`config.mk`:
```
export PLATFORM = sky130hd
export DESIGN_NAME = alu_sched
export DESIGN_NICKNAME = d
export VERILOG_FILES = /design/src/rtl/alu_sched_pkg.sv /design/src/rtl/alu_sched_rr_arb2.sv /design/src/rtl/alu_sched.sv
export SDC_FILE = /design/constraint.sdc
export NUM_CORES = 1
export LEC_CHECK = 0
export CORE_ASPECT_RATIO = 1.5
export CORE_UTILIZATION = 35
export DETAILED_ROUTE_END_ITERATION = 8
export HOLD_SLACK_MARGIN = 0.06
export PLACE_DENSITY = 0.86
export SLEW_MARGIN = 20
export SYNTH_ARGS = -nofsm -noshare
export SYNTH_HDL_FRONTEND = slang
export SYNTH_SLANG_ARGS = --single-unit
```
`constraint.sdc`:
```
create_clock -name clk -period 4.1 [get_ports clk]
set_clock_uncertainty 0.2 [all_clocks]
set_input_delay 0.82 -clock clk [delete_from_list [all_inputs] [get_ports clk]]
set_output_delay 0.82 -clock clk [all_outputs]
set_load 0.01 [all_outputs]
```
`src/rtl/alu_sched_pkg.sv`:
```
// alu_sched_pkg: shared constants and types for the ALU scheduler.
// Opcode encodings, flag bit positions, default widths and the
// round-robin pointer type used by the arbiter.
package alu_sched_pkg;

  localparam int DW_DEFAULT  = 16;
  localparam int OPW_DEFAULT = 3;

  // ALU opcodes
  localparam logic [2:0] ADD    = 3'b000;
  localparam logic [2:0] PADDSB = 3'b001;
  localparam logic [2:0] SUB    = 3'b010;
  localparam logic [2:0] AND    = 3'b011;
  localparam logic [2:0] NOR    = 3'b100;
  localparam logic [2:0] SLL    = 3'b101;
  localparam logic [2:0] SRL    = 3'b110;
  localparam logic [2:0] SRA    = 3'b111;

  // Flag bit indices within {neg, ov, zr}
  localparam int NEG = 2;
  localparam int OV  = 1;
  localparam int ZR  = 0;

  // Which requester wins the next tie
  typedef enum logic {
    PTR_REQ0 = 1'b0,
    PTR_REQ1 = 1'b1
  } rr_ptr_e;

endpackage

```
`src/rtl/alu_sched_rr_arb2.sv`:
```
// rr_arb2: two-input round-robin arbiter.
// One-hot grant from an eligible vector; the pointer only moves when
// both inputs compete, so a lone requester never disturbs fairness.
module rr_arb2
  import alu_sched_pkg::*;
(
  input  logic       clk,
  input  logic       rst_n,
  input  logic [1:0] i_elig,
  output logic [1:0] o_gnt
);

  rr_ptr_e r_ptr;
  rr_ptr_e w_ptr_nxt;

  // Pointer register, cleared to favour requester 0 after reset
  always_ff @(posedge clk or negedge rst_n) begin
    if (!rst_n) begin
      r_ptr <= PTR_REQ0;
    end else begin
      r_ptr <= w_ptr_nxt;
    end
  end

  // Grant decode and next pointer; pointer flips only on a tie
  always_comb begin
    o_gnt     = 2'b00;
    w_ptr_nxt = r_ptr;
    case (i_elig)
      2'b01: o_gnt = 2'b01;
      2'b10: o_gnt = 2'b10;
      2'b11: begin
        if (r_ptr == PTR_REQ0) begin
          o_gnt     = 2'b01;
          w_ptr_nxt = PTR_REQ1;
        end else begin
          o_gnt     = 2'b10;
          w_ptr_nxt = PTR_REQ0;
        end
      end
      default: o_gnt = 2'b00;
    endcase
  end

endmodule

```
`src/rtl/alu_sched.sv`:
```
// alu_sched: shares one combinational ALU between two requesters.
// Round-robin grant, same-cycle ALU drive, one-entry response buffer per
// requester and the architectural {neg, ov, zr} flag register.
// Optional macro ALU_SCHED_STALL_CNT_EN adds saturating stall counters.
module alu_sched
  import alu_sched_pkg::*;
#(
  parameter int DW  = DW_DEFAULT,
  parameter int OPW = OPW_DEFAULT
) (
  input  logic           clk,
  input  logic           rst_n,
  input  logic           req0_valid,
  output logic           req0_ready,
  input  logic [OPW-1:0] req0_op,
  input  logic [DW-1:0]  req0_a,
  input  logic [DW-1:0]  req0_b,
  input  logic           req0_setf,
  input  logic           req1_valid,
  output logic           req1_ready,
  input  logic [OPW-1:0] req1_op,
  input  logic [DW-1:0]  req1_a,
  input  logic [DW-1:0]  req1_b,
  input  logic           req1_setf,
  output logic           rsp0_valid,
  input  logic           rsp0_ready,
  output logic [DW-1:0]  rsp0_result,
  output logic [2:0]     rsp0_flags,
  output logic           rsp1_valid,
  input  logic           rsp1_ready,
  output logic [DW-1:0]  rsp1_result,
  output logic [2:0]     rsp1_flags,
  output logic [OPW-1:0] alu_op,
  output logic [DW-1:0]  alu_src0,
  output logic [DW-1:0]  alu_src1,
  input  logic [DW-1:0]  alu_result,
  input  logic [2:0]     alu_flags,
`ifdef ALU_SCHED_STALL_CNT_EN
  output logic [15:0]    stall_cnt0,
  output logic [15:0]    stall_cnt1,
`endif
  output logic [2:0]     flag_reg
);

  logic          r_rsp0_valid;
  logic [DW-1:0] r_rsp0_result;
  logic [2:0]    r_rsp0_flags;
  logic          r_rsp1_valid;
  logic [DW-1:0] r_rsp1_result;
  logic [2:0]    r_rsp1_flags;
  logic [2:0]    r_flag;

  logic       w_slot_free0;
  logic       w_slot_free1;
  logic [1:0] w_elig;
  logic [1:0] w_gnt;
  logic       w_flag_we;

  // A slot is free when empty or being drained this cycle
  assign w_slot_free0 = !r_rsp0_valid || rsp0_ready;
  assign w_slot_free1 = !r_rsp1_valid || rsp1_ready;
  assign w_elig       = {req1_valid && w_slot_free1, req0_valid && w_slot_free0};

  rr_arb2 u_arb (
    .clk    (clk),
    .rst_n  (rst_n),
    .i_elig (w_elig),
    .o_gnt  (w_gnt)
  );

  assign req0_ready = w_gnt[0];
  assign req1_ready = w_gnt[1];

  // ALU operand mux: requester 1 only when granted, req0 otherwise
  always_comb begin
    alu_op   = req0_op;
    alu_src0 = req0_a;
    alu_src1 = req0_b;
    if (w_gnt[1]) begin
      alu_op   = req1_op;
      alu_src0 = req1_a;
      alu_src1 = req1_b;
    end else begin
      alu_op   = req0_op;
      alu_src0 = req0_a;
      alu_src1 = req0_b;
    end
  end

  // Response buffer 0: refill on grant, clear on consume, else hold
  always_ff @(posedge clk or negedge rst_n) begin
    if (!rst_n) begin
      r_rsp0_valid  <= 1'b0;
      r_rsp0_result <= '0;
      r_rsp0_flags  <= 3'b000;
    end else if (w_gnt[0]) begin
      r_rsp0_valid  <= 1'b1;
      r_rsp0_result <= alu_result;
      r_rsp0_flags  <= alu_flags;
    end else if (rsp0_ready) begin
      r_rsp0_valid  <= 1'b0;
    end
  end

  // Response buffer 1: refill on grant, clear on consume, else hold
  always_ff @(posedge clk or negedge rst_n) begin
    if (!rst_n) begin
      r_rsp1_valid  <= 1'b0;
      r_rsp1_result <= '0;
      r_rsp1_flags  <= 3'b000;
    end else if (w_gnt[1]) begin
      r_rsp1_valid  <= 1'b1;
      r_rsp1_result <= alu_result;
      r_rsp1_flags  <= alu_flags;
    end else if (rsp1_ready) begin
      r_rsp1_valid  <= 1'b0;
    end
  end

  // Only the single granted requester can write flags, so no conflict
  assign w_flag_we = (w_gnt[0] && req0_setf) || (w_gnt[1] && req1_setf);

  // Architectural flag register
  always_ff @(posedge clk or negedge rst_n) begin
    if (!rst_n) begin
      r_flag <= 3'b000;
    end else if (w_flag_we) begin
      r_flag <= alu_flags;
    end
  end

  assign rsp0_valid  = r_rsp0_valid;
  assign rsp0_result = r_rsp0_result;
  assign rsp0_flags  = r_rsp0_flags;
  assign rsp1_valid  = r_rsp1_valid;
  assign rsp1_result = r_rsp1_result;
  assign rsp1_flags  = r_rsp1_flags;
  assign flag_reg    = r_flag;

`ifdef ALU_SCHED_STALL_CNT_EN
  logic [15:0] r_stall0;
  logic [15:0] r_stall1;

  // Requester 0 stall counter, saturating at all-ones
  always_ff @(posedge clk or negedge rst_n) begin
    if (!rst_n) begin
      r_stall0 <= 16'h0000;
    end else if (req0_valid && !w_gnt[0] && (r_stall0 != 16'hFFFF)) begin
      r_stall0 <= r_stall0 + 16'h0001;
    end
  end

  // Requester 1 stall counter, saturating at all-ones
  always_ff @(posedge clk or negedge rst_n) begin
    if (!rst_n) begin
      r_stall1 <= 16'h0000;
    end else if (req1_valid && !w_gnt[1] && (r_stall1 != 16'hFFFF)) begin
      r_stall1 <= r_stall1 + 16'h0001;
    end
  end

  assign stall_cnt0 = r_stall0;
  assign stall_cnt1 = r_stall1;
`endif

endmodule

```
==> out/summary.md, run 1 <==
- status: complete, no violations
- number of storage elements in the synthesis netlist: 44
- post-CTS setup buffer count: 0
- count of cells resized by post-cts repair: 0
- Unique masters post-synth: 17
- worst r2r path cells: 7
- clock tree root driver cell: sky130_fd_sc_hd__clkbuf_8
- RSZ-0062 raised after global routing: false
- Cell Rows: 34
- Max Cap Violations: 0
- reg-to-reg critical path endpoint: flag_reg[0]$_DFFE_PN0P_
- timing-limited maximum frequency: 0.266 GHz
- flop2flop setup slack: 1.87 ns
- clk slew on worst S/H paths: 0.08 ns
- routed wire length: 6.31 mm
- most numerous cell in the Yosys netlist: sky130_fd_sc_hd__mux2_2
- clock tree from TritonCTS: yes
- startpoint of the worst-slack reg-to-reg timing path: u_arb.r_ptr$_DFFE_PN0N_
- final setup violation count: 0
- initial cell density of the core: 36.5%
- Seq pwr share: 34.8%
- final critical path time including I/O delays and setup: 3.77 ns
- maximum buffer depth of the clock tree: 2
- sequential share of the synthesized area: 51.4%
- ranking of synthesized cells by area: sky130_fd_sc_hd__dfrtp_1 51%, sky130_fd_sc_hd__mux2_2 35%, sky130_fd_sc_hd__mux2_4 5.6%, sky130_fd_sc_hd__buf_2 1.2%, sky130_fd_sc_hd__a22oi_4 0.99%
- Post-synth top flop: sky130_fd_sc_hd__dfrtp_1
- switching power: 553 uW
- portion of synthesized cell area occupied by the leading cell type: 51.4%
- wire length of the first global-routing pass: 9.61 mm
- GPL Wtd Cong: 0.703
- remaining global-route overflow: 0
- number of nets at the end of the flow: 418
- IO buf count: 176
- H-Tree Depth: 2
- pin count of the biggest net entering global routing: 45
- cell area after synthesis: 2140 sq um
- top-level port count: 177
- count of unresolved DRC violations after routing: 0
- hold-critical path depth: 1
- area of the placeable core: 5870 sq um
- Final Cell Area: 4090 sq um
- fraction of registers with async set or reset after synthesis: 100%
- net switching share of the total power: 29.2%
- average instance area after synthesis: 15.3 sq um
- Worst Tran Pin Value: 0.550 ns
- class of the most critical hold timing path: reg2reg
- Post-synth EDFFs: 0
- worst rel slew slack: 63.3%
- start-to-end type of the worst setup path: in2out
- Total Negative Setup Slacks: 0 ns
- number of nets produced by synthesis: 237
- clock share of power: 14.8%
- y dimension of the die: 97.8 um
- Leak: 1.67 nW
- areal power density over the cells: 462 nW/um^2
- Synthesis Warnings: 0
- Placed Cells: 386
- Area after DPL: 4000 sq um
- Setup crit start kind: input pin
- mean number of vias per cell: 4.74
- data arrival time of the worst path: 2.75 ns
- chip width: 65.9 um
- share of post-route cells with drive strength above 1: 28.9%
- Critical Path Source: req0_valid
- number of design-rule violations left by the first detailed-router iteration: 14
- antenna violations before repair: 0
- IR drop worst, VDD: 420 uV
- fin cells: 394
- Tcrit/Tclk final: 91.8%
- final count of pins violating max slew: 0
- antenna diode count: 0
- DR WL/cell: 16.0 um
- Detail Route Antenna Nets: 0
- FF+latch area: 1100 sq um
- critical path endpoint category: primary output
- HPWL after detailed placement: 5.08 mm
- fraction of power consumed by combinational cells: 50.4%
- capture endpoint of the worst hold path: u_arb.r_ptr$_DFFE_PN0N_
- area of the multi-input gates: 998 sq um
- first-pass iteration count of the detailed router: 4
- via count: 1,867
- vias in the first global route: 1,972
- Post-CTS Hold Buffers: 0
- number of sinks on the clock net: 44
- number of cells produced by synthesis: 140
- endpoint required time on the critical path: 3.08 ns
- Critical Path Fanout Max: 13
- Skew-Pair Late Insertion Delay: 0.28 ns
- total global routing track utilization: 19.7%
- cell type contributing the most total cell area after synthesis: sky130_fd_sc_hd__dfrtp_1
- number of inserted filler cells in the final layout: 450
- area added between synthesis and finish: 91.0%
- Total Die Area: 6450 sq um
- top cell types by occurrence after synthesis: 67 x sky130_fd_sc_hd__mux2_2, 44 x sky130_fd_sc_hd__dfrtp_1, 8 x sky130_fd_sc_hd__mux2_4, 5 x sky130_fd_sc_hd__buf_2
- Final Hold Fails: 0
- Min-Delay Startpoint: u_arb.r_ptr$_DFFE_PN0N_
- hold slack final: 0.291 ns
- internal power component: 1.34 mW
- total CTS buffers: 5
## cells in the final DEF, fill, tap and decap left out, drive strengths merged
| cell type | n |
|---|---|
| nand2b | 3 |
| mux2 | 76 |
| dfrtp | 44 |
| nand4 | 1 |
| nand3 | 2 |
| o211ai | 1 |
| nand2 | 2 |
| clkdlybuf4s50 | 175 |
| xnor2 | 1 |
| clkinvlp | 1 |
| buf | 5 |
| nor2b | 1 |
| clkbuf | 7 |
| inv | 2 |
| a22oi | 1 |
## per-stage QoR
stage / util, % / worst slack, ns / power (mW)
CTS: 69.7 / 0.324 / 1.92
finish: 69.7 / 0.334 / 1.89
floorplan: - / 1.36 / 1.07
detailed placement: 68.1 / 0.330 / 1.63
global placement: 68.1 / 0.374 / 1.61
global route: 69.7 / 0.259 / 2.00
## critical path: stages
cell and delay, ns:
sky130_fd_sc_hd__clkdlybuf4s50_1 0.52, sky130_fd_sc_hd__nand2b_1 0.11, sky130_fd_sc_hd__o211ai_4 0.20, sky130_fd_sc_hd__buf_4 0.25, sky130_fd_sc_hd__mux2_2 0.36, sky130_fd_sc_hd__clkdlybuf4s50_1 0.48
## power groups by stage
stage	clock network [mW]	logic, mW	registers (mW)
2_1_floorplan	0	0.334	0.731
3_3_place_gp	0	0.949	0.661
3_5_place_dp	0	0.963	0.669
4_1_cts	0.291	0.968	0.662
5_1_grt	0.311	1.01	0.682
6_report	0.280	0.953	0.659
## logic make-up (layout without fill, tap and decap cells)
logic type | after synthesis | in the layout | synth area share (%)
buffers and inverters | 8 | 190 | 2.04
DFF | 44 | 44 | 51.4
AOI/OAI and AO/OA | 2 | 2 | 1.98
xor gates and xnor gates | 1 | 1 | 0.409
muxes | 76 | 76 | 41.3
and+or+nand+nor | 9 | 9 | 2.86
## metal layers
layer	vias to the layer above	global-route usage (%)	wire length [um]
li1	870	-	-
met1	879	20.2	2180
met2	109	35.9	3360
met3	9	6.66	676
met4	0	6.52	100
met5	-	0	0
## area by class of cell
class,instances,share of cell area (%)
clock buffer,7,2.11
clock inverter,1,0.183
tap,72,2.20
timing repair buffer,180,44.0
sequential,44,26.9
inverter,2,0.183
multi-input combinational,88,24.4
## worst max path at each step
stage                        endpoint  slack [ns]  cells after the start
after floorplan             alu_op[0]        1.36                      4
after global placement      alu_op[0]        0.37                      6
after detailed placement  alu_src1[6]        0.33                      6
after CTS                 alu_src1[8]        0.32                      6
after global routing      alu_src1[6]        0.26                      6
final                     alu_src1[8]        0.33                      6
Power figures use the tool's default switching activity.
==> inputs of run 2 (changes only) <==
--- a/config.mk
+++ b/config.mk
@@ -6,10 +6,11 @@
 export NUM_CORES = 1
 export LEC_CHECK = 0
 export CORE_ASPECT_RATIO = 1.5
-export CORE_UTILIZATION = 35
+export CORE_UTILIZATION = 29
 export DETAILED_ROUTE_END_ITERATION = 8
 export HOLD_SLACK_MARGIN = 0.06
-export PLACE_DENSITY = 0.86
+export MAX_ROUTING_LAYER = met4
+export PLACE_DENSITY = 0.76
 export SLEW_MARGIN = 20
 export SYNTH_ARGS = -nofsm -noshare
 export SYNTH_HDL_FRONTEND = slang
==> constraint.sdc (replaced) <==
create_clock -name clk -period 3.44 [get_ports clk]
set_clock_uncertainty 0.2 [all_clocks]
set_input_delay 0.688 -clock clk [delete_from_list [all_inputs] [get_ports clk]]
set_output_delay 0.688 -clock clk [all_outputs]
set_load 0.01 [all_outputs]
==> run 2 against run 1 <==
The run now ends with setup timing left. Total power rose by 24%. Global-route usage fell by 2.0 points. Core utilization fell by 10 points. Design area rose by 4.3%. Worst setup slack got worse by 0.34 ns. Via count rose by 3.3%. Highest routed layer unchanged. Clock power rose by 48%. Critical path depth did not move. Worst hold slack got worse by 0.11 ns. Combinational power rose by 21%. Sequential cell count did not move. Sequential share of layout area fell by 1.1 points.
==> out/summary.md, run 2 (synthesized netlist as in run 1, its figures left out) <==
- net switching share of the total power: 28.7%, -0.51 points
- Cell Rows: 38, +12%
- Skew-Pair Late Insertion Delay: 0.28 ns, about the same
- DR WL/cell: 16.2 um, +0.89%
- fraction of power consumed by combinational cells: 48.9%, -1.5 points
- Cell Chain, Critical Path: clkdlybuf4s50_1, nand2b_1, o211ai_4, buf_4, mux2_2, clkdlybuf4s50_1
- Setup crit start kind: input pin
- endpoint required time on the critical path: 2.55 ns, -0.53 ns
- antenna diode count: 0, unchanged
- data arrival time of the worst path: 2.55 ns, -0.20 ns
- Detail Route Antenna Nets: 0, unchanged
- areal power density over the cells: 551 nW/um^2, +19%
- Final Hold Fails: 0, unchanged
- worst r2r path cells: 8, +1
- delay of the slowest cell on the worst path: 0.49 ns, -0.03 ns
- HPWL after detailed placement: 5.38 mm, +5.8%
- maximum buffer depth of the clock tree: 2, unchanged
- number of nets at the end of the flow: 426, +1.9%
- Worst Tran Pin Value: 0.561 ns, +0.0108 ns
- chip width: 72.2 um, +9.6%
- status: finished, violations left
- vias in the first global route: 2,066, +4.8%
- area of the multi-input gates: 998 sq um, unchanged
- pin count of the biggest net entering global routing: 45, unchanged
- initial cell density of the core: 29.9%, -6.7 points
- switching power: 676 uW, +22%
- clock tree root driver cell: sky130_fd_sc_hd__clkbuf_8
- total global routing track utilization: 17.7%, -2.0 points
- via count: 1,928, +3.3%
- start-to-end type of the worst setup path: in2out
- H-Tree Depth: 2, unchanged
- Tcrit/Tclk final: 100%
- count of unresolved DRC violations after routing: 0, unchanged
- Setup WS post-layout: -0.00136 ns, -0.336 ns
- worst rel slew slack: 62.6%, -0.72 points
- timing-limited maximum frequency: 0.291 GHz
- internal power component: 1.68 mW, +25%
- routed wire length: 6.95 mm, +10%
- IR drop worst, VDD: 440 uV, +4.7%
- remaining global-route overflow: 0, unchanged
- clock tree from TritonCTS: yes
- number of sinks on the clock net: 44, unchanged
- clk slew on worst S/H paths: 0.09 ns, about the same
- Area after DPL: 4060 sq um, +1.6%
- antenna violations before repair: 0, unchanged
- Leak: 1.92 nW, +15%
- IO buf count: 176, unchanged
- number of inserted filler cells in the final layout: 625, +39%
- hold slack final: 0.176 ns, -0.115 ns
- Final Cell Area: 4270 sq um, +4.3%
- commonest cells after routing, fill and taps aside: 146 x sky130_fd_sc_hd__clkdlybuf4s50_1, 67 x sky130_fd_sc_hd__mux2_2, 44 x sky130_fd_sc_hd__dfrtp_1
- Total Die Area: 7750 sq um, +20%
- CP dominant cell by count: sky130_fd_sc_hd__clkdlybuf4s50_1
- flop2flop setup slack: 1.05 ns, -0.82 ns
- Critical Path Fanout Max: 6, -7
- leading cell type in the layout, fill and taps excluded: sky130_fd_sc_hd__clkdlybuf4s50_1
- RSZ-0062 raised after global routing: true
- startpoint of the worst-slack reg-to-reg timing path: u_arb.r_ptr$_DFFE_PN0N_
- Max Cap Violations: 0, unchanged
- number of design-rule violations left by the first detailed-router iteration: 11, -3
- class of the most critical hold timing path: in2async
- first-pass iteration count of the detailed router: 4, unchanged
- GPL Wtd Cong: 0.704, about the same
- area added between synthesis and finish: 99.1%
- y dimension of the die: 107 um, +9.7%
- area of the placeable core: 7180 sq um, +22%
- final count of pins violating max slew: 0, unchanged
- slowest stage cell on the critical path: sky130_fd_sc_hd__clkdlybuf4s50_1
- wire length of the first global-routing pass: 10.2 mm, +5.8%
- top-level port count: 177, unchanged
- critical path endpoint category: primary output
- clock share of power: 17.6%, +2.8 points
- Seq pwr share: 33.6%, -1.2 points
- share of post-route cells with drive strength above 1: 30.9%, +2.0 points
- mean number of vias per cell: 4.48, -5.4%
- failing checks: setup timing
- final critical path time including I/O delays and setup: 3.44 ns
- final setup violation count: 1, +1
- total CTS buffers: 5, unchanged
- FF+latch area: 1100 sq um, unchanged
- reg-to-reg critical path endpoint: flag_reg[1]$_DFFE_PN0P_
## run 2: power groups by stage
stage / clock network, mW / logic [mW] / registers [mW]
4_1_cts: 0.433 / 1.15 / 0.791
6_report: 0.413 / 1.15 / 0.789
3_3_place_gp: 0 / 1.15 / 0.790
2_1_floorplan: 0 / 0.398 / 0.871
3_5_place_dp: 0 / 1.16 / 0.798
5_1_grt: 0.453 / 1.22 / 0.814
## run 2: routing by layer
metal / wire length, um / global-route usage [%] / vias to the layer above / share of wire [%]
li1: - / - / 877 / -
met1: 2380 / 17.6 / 927 / 34
met2: 3740 / 33.0 / 115 / 54
met3: 725 / 4.59 / 9 / 10
met4: 104 / 5.18 / 0 / 1.5
met5: 0 / - / - / 0
## run 2: layout make-up
cell class | instances | area share [%]
sequential | 44 | 25.8
clock buffer | 6 | 1.93
multi-input combinational | 88 | 23.4
tap | 100 | 2.93
timing repair buffer | 188 | 44.9
inverter | 2 | 0.176
clock inverter | 2 | 0.909
## run 2: worst max-delay path by stage
stage                           from            to  slack, ns  depth (start not counted)
after floorplan           req0_valid     alu_op[0]       0.96                          4
after global placement    req0_valid   alu_src0[1]      -0.01                          6
after detailed placement  req0_valid   alu_src0[1]      -0.03                          6
after CTS                 req0_valid  alu_src0[10]      0.002                          6
after global routing      req0_valid   alu_src1[6]      -0.09                          6
final                     req0_valid   alu_src1[6]     -0.001                          6
## run 2: metrics by stage
| stage | TNS, ns | power (mW) | instances | util, % | worst slack [ns] |
|---|---|---|---|---|---|
| global route | -0.630 | 2.49 | 430 | 59.4 | -0.0894 |
| CTS | 0 | 2.38 | 426 | 58.1 | 0.00155 |
| detailed placement | -0.137 | 1.96 | 418 | 56.6 | -0.0302 |
| floorplan | 0 | 1.27 | 140 | - | 0.964 |
| global placement | -0.0109 | 1.94 | 418 | 56.6 | -0.0100 |
| finish | -0.00136 | 2.35 | 430 | 59.4 | -0.00136 |
## run 2: timing repair
item                       in CTS  in global routing
pin swaps                       0                  1
setup endpoints to repair      10                 24
gates resized for setup        12                 18
gates cloned                    0                  1
setup buffers                   0                  3
hold buffers                    0                  0
## run 2: worst max-delay path, delay by kind of cell
| kind | cells | cell delay, ns |
|---|---|---|
| buffers and inverters | 3 | 1.16 |
| AO/OA/AOI/OAI | 1 | 0.27 |
| AND/OR/NAND/NOR | 1 | 0.10 |
| multiplexers | 1 | 0.33 |
